<file path="src/rtl/bcd_countdown_timer.sv">
// BCD mm:ss countdown / count-up timer core: prescaler, load clamping,
// pause/resume, auto-reload and a timed, flashing alarm.
//
// Ports:
//   clk, reset            clock; asynchronous active-high reset
//   set                   1-cycle pulse: load target/count from load_min/load_sec
//   start_stop            1-cycle pulse: start / pause / resume / acknowledge
//   up_mode               sampled on set: 1 = count 00:00 up to the target
//   reload_en             level: on expiry reload and keep running
//   load_min, load_sec    BCD load value (clamped to a legal time)
//   min_bcd, sec_bcd      current count, BCD
//   running, done         state is RUN / ALARM
//   flash                 blink pattern while in ALARM, else 0
//   alarm_pulse           1-cycle pulse on every expiry

module bcd_countdown_timer #(
    parameter int TICK_DIV   = 50000000,
    parameter int FLASH_DIV  = 25000000,
    parameter int MIN_DIGITS = 2,
    parameter int ALARM_SECS = 0
) (
    input  logic                    clk,
    input  logic                    reset,
    input  logic                    set,
    input  logic                    start_stop,
    input  logic                    up_mode,
    input  logic                    reload_en,
    input  logic [4*MIN_DIGITS-1:0] load_min,
    input  logic [7:0]              load_sec,
    output logic [4*MIN_DIGITS-1:0] min_bcd,
    output logic [7:0]              sec_bcd,
    output logic                    running,
    output logic                    done,
    output logic                    flash,
    output logic                    alarm_pulse
);

    // Time is held as one nibble vector: [3:0] sec ones, [7:4] sec tens,
    // then minute digits upward.
    localparam int ND   = MIN_DIGITS + 2;
    localparam int TW   = 4 * ND;
    localparam int PW   = $clog2(TICK_DIV);
    localparam int FW   = (FLASH_DIV > 1) ? $clog2(FLASH_DIV) : 1;
    localparam int ACYC = (ALARM_SECS > 0) ? ALARM_SECS * TICK_DIV : 1;
    localparam int AW   = (ACYC > 1) ? $clog2(ACYC) : 1;

    typedef enum logic [1:0] {IDLE, RUN, PAUSE, ALARM} state_t;

    state_t         state;
    logic [TW-1:0]  count;
    logic [TW-1:0]  target;
    logic           up_q;
    logic [PW-1:0]  presc;
    logic [FW-1:0]  fcnt;
    logic [AW-1:0]  acnt;

    logic [TW-1:0]  load_val;
    logic [TW-1:0]  step_val;
    logic           tick;
    logic           expire;
    logic           auto_exit;

    // Sec tens saturates at 5, every other digit at 9.
    function automatic logic [TW-1:0] clamp(input logic [TW-1:0] v);
        logic [TW-1:0] r;
        logic [3:0]    lim;
        r = v;
        for (int i = 0; i < ND; i++) begin
            lim = (i == 1) ? 4'd5 : 4'd9;
            if (v[4*i +: 4] > lim)
                r[4*i +: 4] = lim;
        end
        return r;
    endfunction

    // One BCD step with ripple carry/borrow; the carry out of the top
    // minute digit is dropped, so the count wraps.
    function automatic logic [TW-1:0] bcd_step(input logic [TW-1:0] v,
                                               input logic up);
        logic [TW-1:0] r;
        logic          c;
        logic [3:0]    d;
        logic [3:0]    lim;
        r = v;
        c = 1'b1;
        for (int i = 0; i < ND; i++) begin
            lim = (i == 1) ? 4'd5 : 4'd9;
            d   = v[4*i +: 4];
            if (c) begin
                if (up) begin
                    if (d >= lim) begin
                        r[4*i +: 4] = 4'd0;
                    end else begin
                        r[4*i +: 4] = d + 4'd1;
                        c = 1'b0;
                    end
                end else begin
                    if (d == 4'd0) begin
                        r[4*i +: 4] = lim;
                    end else begin
                        r[4*i +: 4] = d - 4'd1;
                        c = 1'b0;
                    end
                end
            end
        end
        return r;
    endfunction

    assign load_val  = clamp({load_min, load_sec});
    assign step_val  = bcd_step(count, up_q);
    assign tick      = (presc == PW'(TICK_DIV - 1));
    assign expire    = up_q ? (step_val == target) : (step_val == '0);
    assign auto_exit = (ALARM_SECS > 0) && (acnt == AW'(ACYC - 1));

    assign min_bcd = count[TW-1:8];
    assign sec_bcd = count[7:0];
    assign running = (state == RUN);
    assign done    = (state == ALARM);

    always_ff @(posedge clk or posedge reset) begin
        if (reset) begin
            state       <= IDLE;
            count       <= '0;
            target      <= '0;
            up_q        <= 1'b0;
            presc       <= '0;
            fcnt        <= '0;
            acnt        <= '0;
            flash       <= 1'b0;
            alarm_pulse <= 1'b0;
        end else begin
            alarm_pulse <= 1'b0;

            // A load is honoured everywhere except while running.
            if (set && state != RUN) begin
                target <= load_val;
                up_q   <= up_mode;
                count  <= up_mode ? '0 : load_val;
            end

            unique case (state)
                IDLE: begin
                    if (!set && start_stop && target != '0) begin
                        state <= RUN;
                        presc <= '0;
                    end
                end
                RUN: begin
                    if (start_stop && !set) begin
                        state <= PAUSE;
                    end else if (tick) begin
                        presc <= '0;
                        if (expire) begin
                            alarm_pulse <= 1'b1;
                            if (reload_en) begin
                                // Skip the final value so it is never shown.
                                count <= up_q ? '0 : target;
                            end else begin
                                count <= step_val;
                                state <= ALARM;
                                flash <= 1'b1;
                                fcnt  <= '0;
                                acnt  <= '0;
                            end
                        end else begin
                            count <= step_val;
                        end
                    end else begin
                        presc <= presc + 1'b1;
                    end
                end
                PAUSE: begin
                    if (set)
                        state <= IDLE;
                    else if (start_stop)
                        state <= RUN;
                end
                ALARM: begin
                    if (set || start_stop || auto_exit) begin
                        state <= IDLE;
                        flash <= 1'b0;
                    end else begin
                        acnt <= acnt + 1'b1;
                        if (fcnt == FW'(FLASH_DIV - 1)) begin
                            fcnt  <= '0;
                            flash <= ~flash;
                        end else begin
                            fcnt <= fcnt + 1'b1;
                        end
                    end
                end
                default: state <= IDLE;
            endcase
        end
    end

endmodule
</file>
<file path="config.mk">
export PLATFORM = sky130hd
export DESIGN_NAME = bcd_countdown_timer
export DESIGN_NICKNAME = d
export VERILOG_FILES = /design/src/rtl/bcd_countdown_timer.sv
export SDC_FILE = /design/constraint.sdc
export NUM_CORES = 1
export LEC_CHECK = 0
export CAP_MARGIN = 30
export CORE_UTILIZATION = 58
export CTS_CLUSTER_SIZE = 24
export DETAILED_ROUTE_END_ITERATION = 8
export GPL_TIMING_DRIVEN = 0
export HOLD_SLACK_MARGIN = 0.06
export PLACE_DENSITY_LB_ADDON = 0.15
export SYNTH_ARGS = -nofsm -noshare
export SYNTH_HDL_FRONTEND = slang
export SYNTH_SLANG_ARGS = --single-unit
</file>
<file path="constraint.sdc">
create_clock -name clk -period 11.19 [get_ports clk]
set_clock_uncertainty 0.1 [all_clocks]
set_input_delay 1.6785 -clock clk [delete_from_list [all_inputs] [get_ports clk]]
set_output_delay 1.6785 -clock clk [all_outputs]
set_load 0.01 [all_outputs]
</file>
==> impl_summary.md, run 1 <==
Drt
Once detail routing completed, the nets flagged for antenna violations numbered 0. The first-pass iteration count of the detailed router is 5. The initial detailed-routing violation count is 642. The post-detailed-route DRC marker count is 0.

The average vias per placed instance is 6.50. The total number of vias is 6692. In the final routed layout, each cell accounts on average for about 18 microns. The final routed wirelength across all metal layers is approximately 19000 microns.

Power and ir drop
The internal power summed over all cells is between 0.8 and 0.9 mW. The part of the power in the clock network is between 10% and 20%. In this run the static leakage power is 2.92 nW. Dividing total power by cell area gives a power density of 206 mW/mm^2.

The switching power of the nets is 0.690 mW. Combinational cells account for 53.7% of the total power. The worst-case IR drop observed on VDD is 0.132 mV. Net switching is 46.0% of the power. Power comes to 1.50 mW. Of the total power, registers draw 30.6%.

STA
The max-slew violation count is 0. The achievable frequency is 217 MHz. The clock period minus final worst setup slack is between 4000 and 5000 ps. The transition time at the pin with the least slew margin is between 800 and 900 ps. The worst relative slew slack is 44.0%. Setup repair after global routing left no endpoint under its margin. Final hold analysis gives a worst-case slack of 399 ps. The number of hold violations in the final report came to 0. The number of endpoints failing setup at the final stage is 0. After routing, the total negative slack on setup checks comes to 0 ps. The final period utilization is 41.2%. The worst setup slack after layout is 6580 ps.

Setup path
The endpoint required time on the critical path is 11330 ps. The critical path goes through inv_1 -> ha_1 -> buf_2 -> or4b_4 -> o21a_2 -> nor3_2 -> mux2i_1 -> xor2_1 -> nand2_1 -> o31a_1 -> nor3_1 -> clkbuf_1 -> o21ai_0. The nature of the critical path endpoint is a register. The largest individual stage delay along the critical path comes from the cell sky130_fd_sc_hd__nor3_1. The data arrival time at the worst-slack endpoint is 4750 ps. The critical path in this run is classified as reg2reg. In this run the worst path has a maximum fanout of 10. The largest incremental delay on the critical path is roughly 550 ps.

The number of buffers and inverters on the critical path is 3. Broken down by cell family, the worst path's largest delay share belongs to simple AND/OR/NAND/NOR gates. The critical path launch point type is a register.

Synthesis
The synthesized design spends more area on one cell type than any other, namely sky130_fd_sc_hd__dfrtp_1. The most instantiated library cell after synthesis is sky130_fd_sc_hd__nand2_1. The synthesized design contains 0 enable-type register cells. For this run, the number of Yosys warnings is 0. The area share of the largest cell type after synthesis is 33.9%. The number of nets in the synthesized netlist is between 800 and 900. Counting flops and latches in the post-synthesis netlist gives 88.

The synthesized area divided by synthesized cell count is 7.78 sq um. By area the synthesized netlist is led by sky130_fd_sc_hd__dfrtp_1 (34%), sky130_fd_sc_hd__nand2_1 (7.3%), sky130_fd_sc_hd__o21ai_0 (6.3%). In the synthesized netlist the async set-or-reset flop fraction comes to 100%.

The dominant register cell in the synthesized netlist is sky130_fd_sc_hd__dfrtp_1. The post-synth design cell area is ~0.0065 sq mm. The register area share after synthesis is 33.9%. Counting instances in the post-synthesis netlist gives the leading cell types as sky130_fd_sc_hd__nand2_1 (127), sky130_fd_sc_hd__dfrtp_1 (88), sky130_fd_sc_hd__o21ai_0 (82). The number of library cell types mapped by synthesis is between 70 and 80. Synthesis produced 834 cells.

Die
The total area inside the core boundary comes to 0.0109 sq mm. The overall die height is 108 microns. The floorplan step defined a die boundary enclosing 0.0116 sq mm. The row count is 38. The effective utilization at floorplan is 59.6%.

42 I/O pins were placed. The width of the die is around 110 microns.

Clocking
The tree is rooted in a sky130_fd_sc_hd__clkbuf_8. The clock tree synthesis step divided the H-tree into 3 levels. The clock slew seen by the registers of the worst setup and hold paths is 90 ps. The hold buffer count at cts is 0. The deepest clock path buffer count is 2. The number of clock buffers inserted by TritonCTS is 9.

For this design, the sink count on the clock tree is 88. The clock reaches the later pin of the worst-skew pair after 370 ps. TritonCTS built the clock tree. The number of gates given a new drive strength after cts is 0. The setup fix buffers added after clock tree synthesis is 0.

Run status
The flow ran to the end, and the final reports show no timing, DRC or antenna violations.

GRT
Entering global routing, the biggest net connects 50 pins. The sum of overflow across all layers after global routing is 0. Global routing consumed, over all layers together, 33.7% of the routing resources. The via count of the first global-routing pass is around 6300. The first global-routing pass estimated 30500 microns of wire.

The initial antenna violation count is 0.

Place
The weighted congestion at the end of routability-driven global placement is 0.942. The HPWL after detailed placement is 13900 microns. Port buffering added 40 buffers. At the placement stage, the worst setup path has a slack of 6440 ps.

Finish
At the end of the flow, the number of nets in the layout was 922. The fraction of layout cells with a size suffix above 1 is 5.62%. The count of fill cells added during filler insertion is 929. Relative to the synthesized area, the layout overhead comes to 12.4%. The number of antenna cells inserted is 0.

Run
Across the run, the number of max-cap violations was 0.

Worst hold path
The classification of the worst-slack hold path is reg2reg.
-- power by group through the flow --
stage	clock network [mW]	logic, mW	registers, mW
after floorplan	0	0.563	0.440
after global placement	0	0.763	0.456
after detailed placement	0	0.783	0.460
after CTS	0.238	0.787	0.454
after global routing	0.250	0.875	0.466
final	0.236	0.806	0.458
-- worst paths after layout --
kind,from,end,slack [ps],cells past startpoint
max,count[0]$_DFF_PP0_,fcnt[7]$_DFFE_PP0P_,6580,13
min,presc[3]$_DFFE_PP0P_,presc[3]$_DFFE_PP0P_,400,1
max in group asynchronous,reset,presc[21]$_DFFE_PP0P_,8770,3
max reg2reg,count[0]$_DFF_PP0_,fcnt[7]$_DFFE_PP0P_,6580,13
min in group asynchronous,reset,fcnt[21]$_DFFE_PP0P_,1610,2
min reg2reg,presc[3]$_DFFE_PP0P_,presc[3]$_DFFE_PP0P_,400,1
-- cell families after synthesis --
| family | Yosys count | share of synthesized area [%] |
|---|---|---|
| adders and majority gates | 14 | 2.70 |
| AOI/OAI and AO/OA | 220 | 22.4 |
| DFF | 88 | 33.9 |
| and+or+nand+nor | 397 | 30.7 |
| buffers and inverters | 75 | 4.59 |
| xor gates and xnor gates | 30 | 4.05 |
| muxes | 10 | 1.60 |
-- layout make-up --
cell class,count,area [sq um],share of cell area (%)
buffer,47,193,2.64
timing repair buffer,41,428,5.86
clock inverter,4,70.1,0.960
clock buffer,11,131,1.80
multi-input combinational,671,3990,54.7
sequential,88,2200,30.2
inverter,28,108,1.47
tap,140,175,2.40
-- layout by cell type, fill, tap and decap left out, types with 5 or more instances in the layout --
cell	count
sky130_fd_sc_hd__o22ai_1	9
sky130_fd_sc_hd__inv_1	27
sky130_fd_sc_hd__buf_2	7
sky130_fd_sc_hd__clkbuf_1	37
sky130_fd_sc_hd__nor4_1	11
sky130_fd_sc_hd__nor2_1	67
sky130_fd_sc_hd__and2_1	10
sky130_fd_sc_hd__or3_1	10
sky130_fd_sc_hd__a21oi_1	24
sky130_fd_sc_hd__clkdlybuf4s50_1	40
sky130_fd_sc_hd__and3_1	17
sky130_fd_sc_hd__o211ai_1	7
sky130_fd_sc_hd__clkbuf_8	9
sky130_fd_sc_hd__xor2_1	17
sky130_fd_sc_hd__nand4_1	9
sky130_fd_sc_hd__a211oi_1	8
sky130_fd_sc_hd__a31oi_1	18
sky130_fd_sc_hd__nor3_1	29
sky130_fd_sc_hd__nand2_1	127
sky130_fd_sc_hd__nand2b_1	14
sky130_fd_sc_hd__o21ai_0	82
sky130_fd_sc_hd__nand3_1	52
sky130_fd_sc_hd__ha_1	14
sky130_fd_sc_hd__or4_1	14
sky130_fd_sc_hd__a31o_2	5
sky130_fd_sc_hd__xnor2_1	13
sky130_fd_sc_hd__mux2i_1	7
sky130_fd_sc_hd__o31a_1	7
sky130_fd_sc_hd__o21a_1	5
sky130_fd_sc_hd__o31ai_1	10
sky130_fd_sc_hd__dfrtp_1	88
-- sequential cells by signal (all words and copies together) (netlist names) --
signal       flops
alarm_pulse      1
count           16
fcnt            25
flash            1
presc           26
state            2
target          16
up_q             1
-- metal layers --
layer | part of all wire (%) | track usage [%] | vias up
met4 | 4.0 | 17.0 | 0
li1 | - | - | 3142
met1 | 41 | 44.1 | 3181
met5 | 0 | 0 | -
met3 | 7.2 | 3.93 | 60
met2 | 48 | 55.1 | 309
-- stage by stage --
step / instances / utilization, % / cell area, sq um
floorplan: 834 / - / 6490
global placement: 1014 / 64.9 / 7070
detailed placement: 1015 / 65.2 / 7100
CTS: 1030 / 67.0 / 7300
global route: 1030 / 67.0 / 7300
finish: 1030 / 67.0 / 7300
Note: power is estimated with default switching activity, not from simulation.
==> run 2: changes to the inputs <==
- clock period: 11.19 -> 4.4 ns (I/O delays scaled with it)
==> impl_summary.md, run 2 (synthesized netlist as in run 1, its figures left out) <==
STA
The number of endpoints failing setup at the final stage is 0 (unchanged). The achievable frequency came to 238 MHz (+9.8%). The transition time at the pin with the least slew margin is 821 ps (-12.9 ps). The final period utilization came to 95.4% (+54 points).

The worst relative slew slack came to 44.9% (+0.86 points). The worst setup slack after layout is 201 ps (-6380 ps). Setup repair after global routing left no endpoint under its margin.

The clock period minus final worst setup slack came to 4200 ps (-412 ps). The number of hold violations in the final report was 0 (unchanged). The max-slew violation count is 0 (unchanged).

Clocking
The hold buffer count at cts is 0 (unchanged). The insertion delay of the later-clocked pin in the worst-skew pair was 370 ps (about the same). The root buffer cell is sky130_fd_sc_hd__clkbuf_8. The clock sink count came to 88 (unchanged). The deepest clock path buffer count is 2 (unchanged). The number of clock buffers inserted by TritonCTS is 9 (unchanged). The number of levels in the clock H-tree is 3 (unchanged). The CTS tree is built. The clock slew seen by the registers of the worst setup and hold paths came to 90 ps (about the same).

Setup path
The timing startpoint of the critical path is count[9]$_DFF_PP0_. The gate family responsible for the most delay along the worst path is simple AND/OR/NAND/NOR gates. The data arrival time at the worst-slack endpoint is 4400 ps (-350 ps). STA classifies the critical path endpoint as a register.

The total buffers and inverters traversed by the critical path is 3 (unchanged). The startpoint of the most critical register-to-register path is count[9]$_DFF_PP0_. The largest incremental delay on the critical path is 660 ps (+110 ps).

The setup slack of the most critical reg-to-reg path is 200 ps (-6380 ps). The endpoint required time on the critical path was 4600 ps (-6730 ps). STA classifies the critical path startpoint as a register. Among all stages on the critical path, the largest delay is contributed by sky130_fd_sc_hd__or4b_2. The critical path start-end classification is reg2reg. The maximum fanout along the worst path came to 10 (unchanged). Walking the worst path, the cells encountered are inv_1 -> ha_1 -> or4b_2 -> o31ai_2 -> o211ai_4 -> mux2_2 -> nor2_1 -> a2111o_1 -> o31a_1 -> buf_2 -> buf_6 -> or4_1 -> nand3_1.

GRT
The overall routing resource usage is 33.7% (unchanged). The pin count of the biggest net entering global routing is 50 (unchanged). The first-pass GRT wire length is 30500 microns (unchanged).

The sum of overflow across all layers after global routing is 0 (unchanged). The initial antenna violation count is 0 (unchanged). The via count of the first global-routing pass is 6276 (unchanged).

Drt
The count of nets left with antenna violations after detail routing is 0 (unchanged). The first-pass iteration count of the detailed router is 7 (+2). The final routed wirelength across all metal layers is 18600 microns (+0.38%). The initial detailed-routing violation count is 708 (+10%). The wire length per cell is 18.1 microns (+0.38%). The total number of vias is 6705 (+0.19%). The post-detailed-route DRC marker count is 0 (unchanged). The average vias per placed instance came to 6.51 (+0.19%).

Die
The floorplan core area came to 0.0109 sq mm (unchanged). The overall die height came to 108 microns (unchanged). The area enclosed by the die boundary is 0.0116 sq mm (unchanged). The count of boundary I/O pins is 42 (unchanged).

The width of the die is 108 microns (unchanged). The effective utilization at floorplan is 59.6% (unchanged). The row count is 38 (unchanged).

Worst hold path
The classification of the worst-slack hold path is reg2reg. The beginning of the worst hold path is presc[3]$_DFFE_PP0P_.

Power and ir drop
The power per cell area is 525 mW/mm^2 (+160%). The power consumption is 3.86 mW (+160%). The worst IR drop on VDD came to 0.334 mV (+150%). The leakage dissipation is 2.95 nW (+0.94%).

Finish
The number of antenna cells inserted was 0 (unchanged). The area growth from synthesis to layout is 13.2%. The library cell used most frequently in the layout, excluding fill and tap cells, is sky130_fd_sc_hd__nand2_1. The final cell utilization of the core is 67.5% (+0.48 points). The final standard cell count with taps included and fillers excluded is 1030 (unchanged). The flip-flop count of the largest register, all copies and words added came to 26 (unchanged).

The largest register by flop count is presc. The number of nets in the finished design is 922 (unchanged). Leaving out fill and tap cells, the most frequent cells in the layout are sky130_fd_sc_hd__nand2_1 (127), sky130_fd_sc_hd__dfrtp_1 (88), sky130_fd_sc_hd__o21ai_0 (82). In the final layout, the registers with the most flip-flops are presc x26, fcnt x25. The fraction of layout cells with a size suffix above 1 was 6.29% (+0.67 points).

Run
The count of max-cap constraint violations was 0 (unchanged).

Place
The post-DP HPWL came to 13900 microns (unchanged). The quantity of I/O buffers inserted on ports is 40 (unchanged). The count of placed standard cells including taps is 1015 (unchanged).

The worst slack at placement is -133 ps (-6570 ps). The weighted congestion at the end of routability-driven global placement came to 0.942 (unchanged).

Run status
The run finished with clean final reports.
[run 2: worst paths after layout]
path | end | depth (start not counted)
worst min register to register | presc[3]$_DFFE_PP0P_ | 1
max in group asynchronous | presc[13]$_DFFE_PP0P_ | 3
worst min-delay path | presc[3]$_DFFE_PP0P_ | 1
worst max-delay path | count[12]$_DFF_PP0_ | 13
worst max register to register | count[12]$_DFF_PP0_ | 13
min in group asynchronous | fcnt[21]$_DFFE_PP0P_ | 2
[run 2: stage by stage]
step	hold WS (ps)	TNS, ps	area, sq um
floorplan	351	0	6490
global placement	379	-849	7070
detailed placement	382	-1320	7100
CTS	394	0	7300
global route	442	0	7350
finish	393	0	7350
[run 2: what timing repair did]
item / CTS / global route
pin swaps: 0 / 1
setup endpoints to repair: 20 / 37
gates resized for setup: 1 / 9
buffers inserted: 0 / 1
[run 2: area by class of cell]
type | count | area (sq um)
Tap cell | 140 | 175
Fill cell | 921 | 3540
Multi-Input combinational cell | 671 | 4040
Clock buffer | 11 | 131
Sequential cell | 88 | 2200
Inverter | 28 | 108
Timing Repair Buffer | 42 | 435
Buffer | 46 | 190
Clock inverter | 4 | 70.1
[run 2: layer usage]
| metal | wire, microns | GRT usage, % | vias up |
|---|---|---|---|
| met5 | 0 | 0 | - |
| met2 | 8930 | 55.1 | 296 |
| met4 | 731 | 17.0 | 0 |
| met1 | 7800 | 44.1 | 3203 |
| li1 | - | - | 3150 |
| met3 | 1190 | 3.93 | 56 |
[run 2: where the power goes]
part	switching [mW]	internal (mW)
sequential	0.233	0.944
combinational	1.26	0.818
clock	0.286	0.315
==> run 3: changes to the inputs <==
- CORE_ASPECT_RATIO: unset -> 0.8
- clock period: 4.4 -> 4.45 ns (I/O delays scaled with it)
==> impl_summary.md, run 3 (synthesized netlist as in run 1, its figures left out) <==
Run status
The flow ran to the end, and the final reports show no timing, DRC or antenna violations.

Power and ir drop
The power per cell area is 541 mW/mm^2 (+3.0%). The switching power of the nets is 1.83 mW (+2.5%). The switching part of the total is 45.4% (-0.83 points). The part of the power in combinational logic is 51.3% (-2.6 points).

The part of the power in the clock network is 19.8% (+4.2 points). The internal power summed over all cells was 2.20 mW (+6.0%). The sequential power share is 28.8% (-1.7 points).

The leakage dissipation came to 2.99 nW (+1.5%). The worst IR drop on VDD is 0.303 mV (-9.3%).

Finish
The total non-filler cell area in the finished layout came to 0.00745 sq mm (+1.4%). The largest registers in the layout are presc x26, fcnt x25. The number of nets in the finished design is 921 (-0.11%).

The final standard cell count with taps included and fillers excluded is 1034 (+0.39%). Ranked by flip-flop count, first place goes to presc. The flip-flop count of the largest register, all copies and words added came to 26 (unchanged).

Relative to the synthesized area, the layout overhead comes to 14.8%. The number of antenna cells inserted came to 0 (unchanged). The commonest non-fill, non-tap cell in the layout is sky130_fd_sc_hd__nand2_1. In the layout the commonest cells are sky130_fd_sc_hd__nand2_1 (127), sky130_fd_sc_hd__dfrtp_1 (88), sky130_fd_sc_hd__o21ai_0 (81).

The fraction of layout cells with a size suffix above 1 was 6.52% (+0.22 points).

STA
The max-slew violation count is 0 (unchanged). The worst relative slew slack is 42.0% (-2.9 points). The transition time at the pin with the least slew margin is 865 ps (+43.3 ps). The number of endpoints failing setup at the final stage is 0 (unchanged). The achievable frequency is 227 MHz (-4.6%). The final period utilization is 98.9% (+3.4 points). The clock period minus final worst setup slack was 4400 ps (+201 ps). The number of hold violations in the final report is 0 (unchanged).

Setup path
Tracing the worst setup path back leads to its startpoint at count[0]$_DFF_PP0_. The critical path start-end classification is reg2reg. The maximum fanout along the worst path is 10 (unchanged).

The worst reg-to-reg path cell count is 14 (+1). The destination of the worst register-to-register timing path is count[14]$_DFF_PP0_. The setup slack of the most critical reg-to-reg path came to 50 ps (-150 ps). The endpoint required time on the critical path is 4620 ps (+20 ps). The worst register-to-register path begins at count[0]$_DFF_PP0_. The destination of the critical timing path is count[14]$_DFF_PP0_. The data arrival time at the worst-slack endpoint came to 4570 ps (+170 ps). The critical path launch point type is a register. The nature of the critical path endpoint is a register.

GRT
The sum of overflow across all layers after global routing came to 0 (unchanged). The via count of the first global-routing pass is 6089 (-3.0%). The initial antenna violation count is 0 (unchanged). The overall routing resource usage is 34.0% (+0.29 points).

The first-pass GRT wire length is 31300 microns (+2.7%). The pin count of the biggest net entering global routing is 66 (+32%).

Die
The count of boundary I/O pins is 42 (unchanged). The effective utilization at floorplan is 59.6% (about the same). The row count came to 34 (-11%).

The width of the die is 120 microns (+12%). The overall die height is 96.6 microns (-10%). The floorplan core area is 0.0109 sq mm (about the same). The area enclosed by the die boundary is 0.0116 sq mm (about the same).

Clocking
The number of levels in the clock H-tree came to 3 (unchanged). The number of clock buffers inserted by TritonCTS was 9 (unchanged). The clock slew seen by the registers of the worst setup and hold paths is 70 ps (-20 ps). The root buffer cell is sky130_fd_sc_hd__clkbuf_16.

The deepest clock path buffer count is 2 (unchanged). The insertion delay of the later-clocked pin in the worst-skew pair was 340 ps (-30 ps). The clock sink count is 88 (unchanged). TritonCTS built the clock tree.

Place
The post-DP HPWL came to 14400 microns (+3.1%). The count of placed standard cells including taps is 1019 (+0.39%). The quantity of I/O buffers inserted on ports is 40 (unchanged). The weighted congestion at the end of routability-driven global placement was 0.987 (+4.8%). The post-placement cell area is 0.00710 sq mm (about the same).

Drt
The post-detailed-route DRC marker count came to 0 (unchanged). The first-pass iteration count of the detailed router was 6 (-1). The average vias per placed instance came to 6.56 (+0.85%). The total number of vias is 6788 (+1.2%). The initial detailed-routing violation count came to 871 (+23%). The count of nets left with antenna violations after detail routing came to 0 (unchanged). The final routed wirelength across all metal layers is 19500 microns (+4.5%). The wire length per cell came to 18.8 microns (+4.1%).

Run
The count of max-cap constraint violations was 0 (unchanged).

Worst hold path
The classification of the worst-slack hold path is reg2reg.
run 3: changes by cell type in the layout (fill, tap and decap cells not counted), sizes merged:
cell	delta
buf	-1
bufinv	-1
clkbuf	+1
clkinv	+1
run 3: final cells by class:
class,count,area [sq um]
Multi-Input combinational cell,671,4040
Fill cell,897,3440
Sequential cell,88,2200
Timing Repair Buffer,41,428
Clock buffer,12,256
Buffer,46,190
Tap cell,144,180
Inverter,28,108
Clock inverter,4,52.6
run 3: routing by layer:
| metal | track usage (%) | vias to the layer above | part of all wire [%] |
|---|---|---|---|
| li1 | - | 3146 | - |
| met3 | 5.66 | 25 | 9.8 |
| met2 | 49.5 | 406 | 43 |
| met1 | 52.7 | 3211 | 46 |
| met4 | 7.12 | 0 | 0.99 |
| met5 | 0 | - | 0 |
run 3: worst min-delay path by stage:
stage | from | end | slack (ps) | cells past startpoint
2_1_floorplan | presc[3]$_DFFE_PP0P_ | presc[3]$_DFFE_PP0P_ | 350 | 1
3_3_place_gp | presc[3]$_DFFE_PP0P_ | presc[3]$_DFFE_PP0P_ | 370 | 1
3_5_place_dp | presc[4]$_DFFE_PP0P_ | presc[4]$_DFFE_PP0P_ | 390 | 1
4_1_cts | presc[4]$_DFFE_PP0P_ | presc[4]$_DFFE_PP0P_ | 400 | 1
5_1_grt | presc[5]$_DFFE_PP0P_ | presc[5]$_DFFE_PP0P_ | 440 | 1
6_report | presc[4]$_DFFE_PP0P_ | presc[4]$_DFFE_PP0P_ | 400 | 1
run 3: per-stage QoR:
stage               setup WS, ps  total power, mW  TNS [ps]  hold slack, ps  utilization (%)
floorplan                    648             2.52         0             351                -
global placement            -121             3.08     -1260             367             64.9
detailed placement          -322             3.12     -4700             389             65.2
CTS                         78.2             3.93         0             401             68.2
global route               -69.9             4.26      -246             441             68.4
finish                      50.8             4.03         0             405             68.4
run 3: power by group through the flow:
stage | sequential (mW) | combinational, mW | clock, mW
after floorplan | 1.11 | 1.42 | 0
after global placement | 1.15 | 1.93 | 0
after detailed placement | 1.16 | 1.97 | 0
after CTS | 1.14 | 1.98 | 0.803
after global routing | 1.18 | 2.25 | 0.832
final | 1.16 | 2.07 | 0.798
run 3: timing repair:
item,4_1_cts,5_1_grt
buffers inserted,0,0
endpoints found under the setup margin,20,23
cloned,0,0
resized for setup,2,9
hold buffers,0,0
run 3: critical path: stages (launching register included):
cell	delay, ps
sky130_fd_sc_hd__dfrtp_1	480
sky130_fd_sc_hd__inv_1	190
sky130_fd_sc_hd__ha_1	160
sky130_fd_sc_hd__buf_2	180
sky130_fd_sc_hd__or4b_4	510
sky130_fd_sc_hd__o21a_2	210
sky130_fd_sc_hd__nor3_4	350
sky130_fd_sc_hd__mux2i_2	380
sky130_fd_sc_hd__xor2_1	280
sky130_fd_sc_hd__nand2_1	100
sky130_fd_sc_hd__o31a_1	370
sky130_fd_sc_hd__buf_2	210
sky130_fd_sc_hd__buf_6	160
sky130_fd_sc_hd__or4_1	510
sky130_fd_sc_hd__nand3_1	120
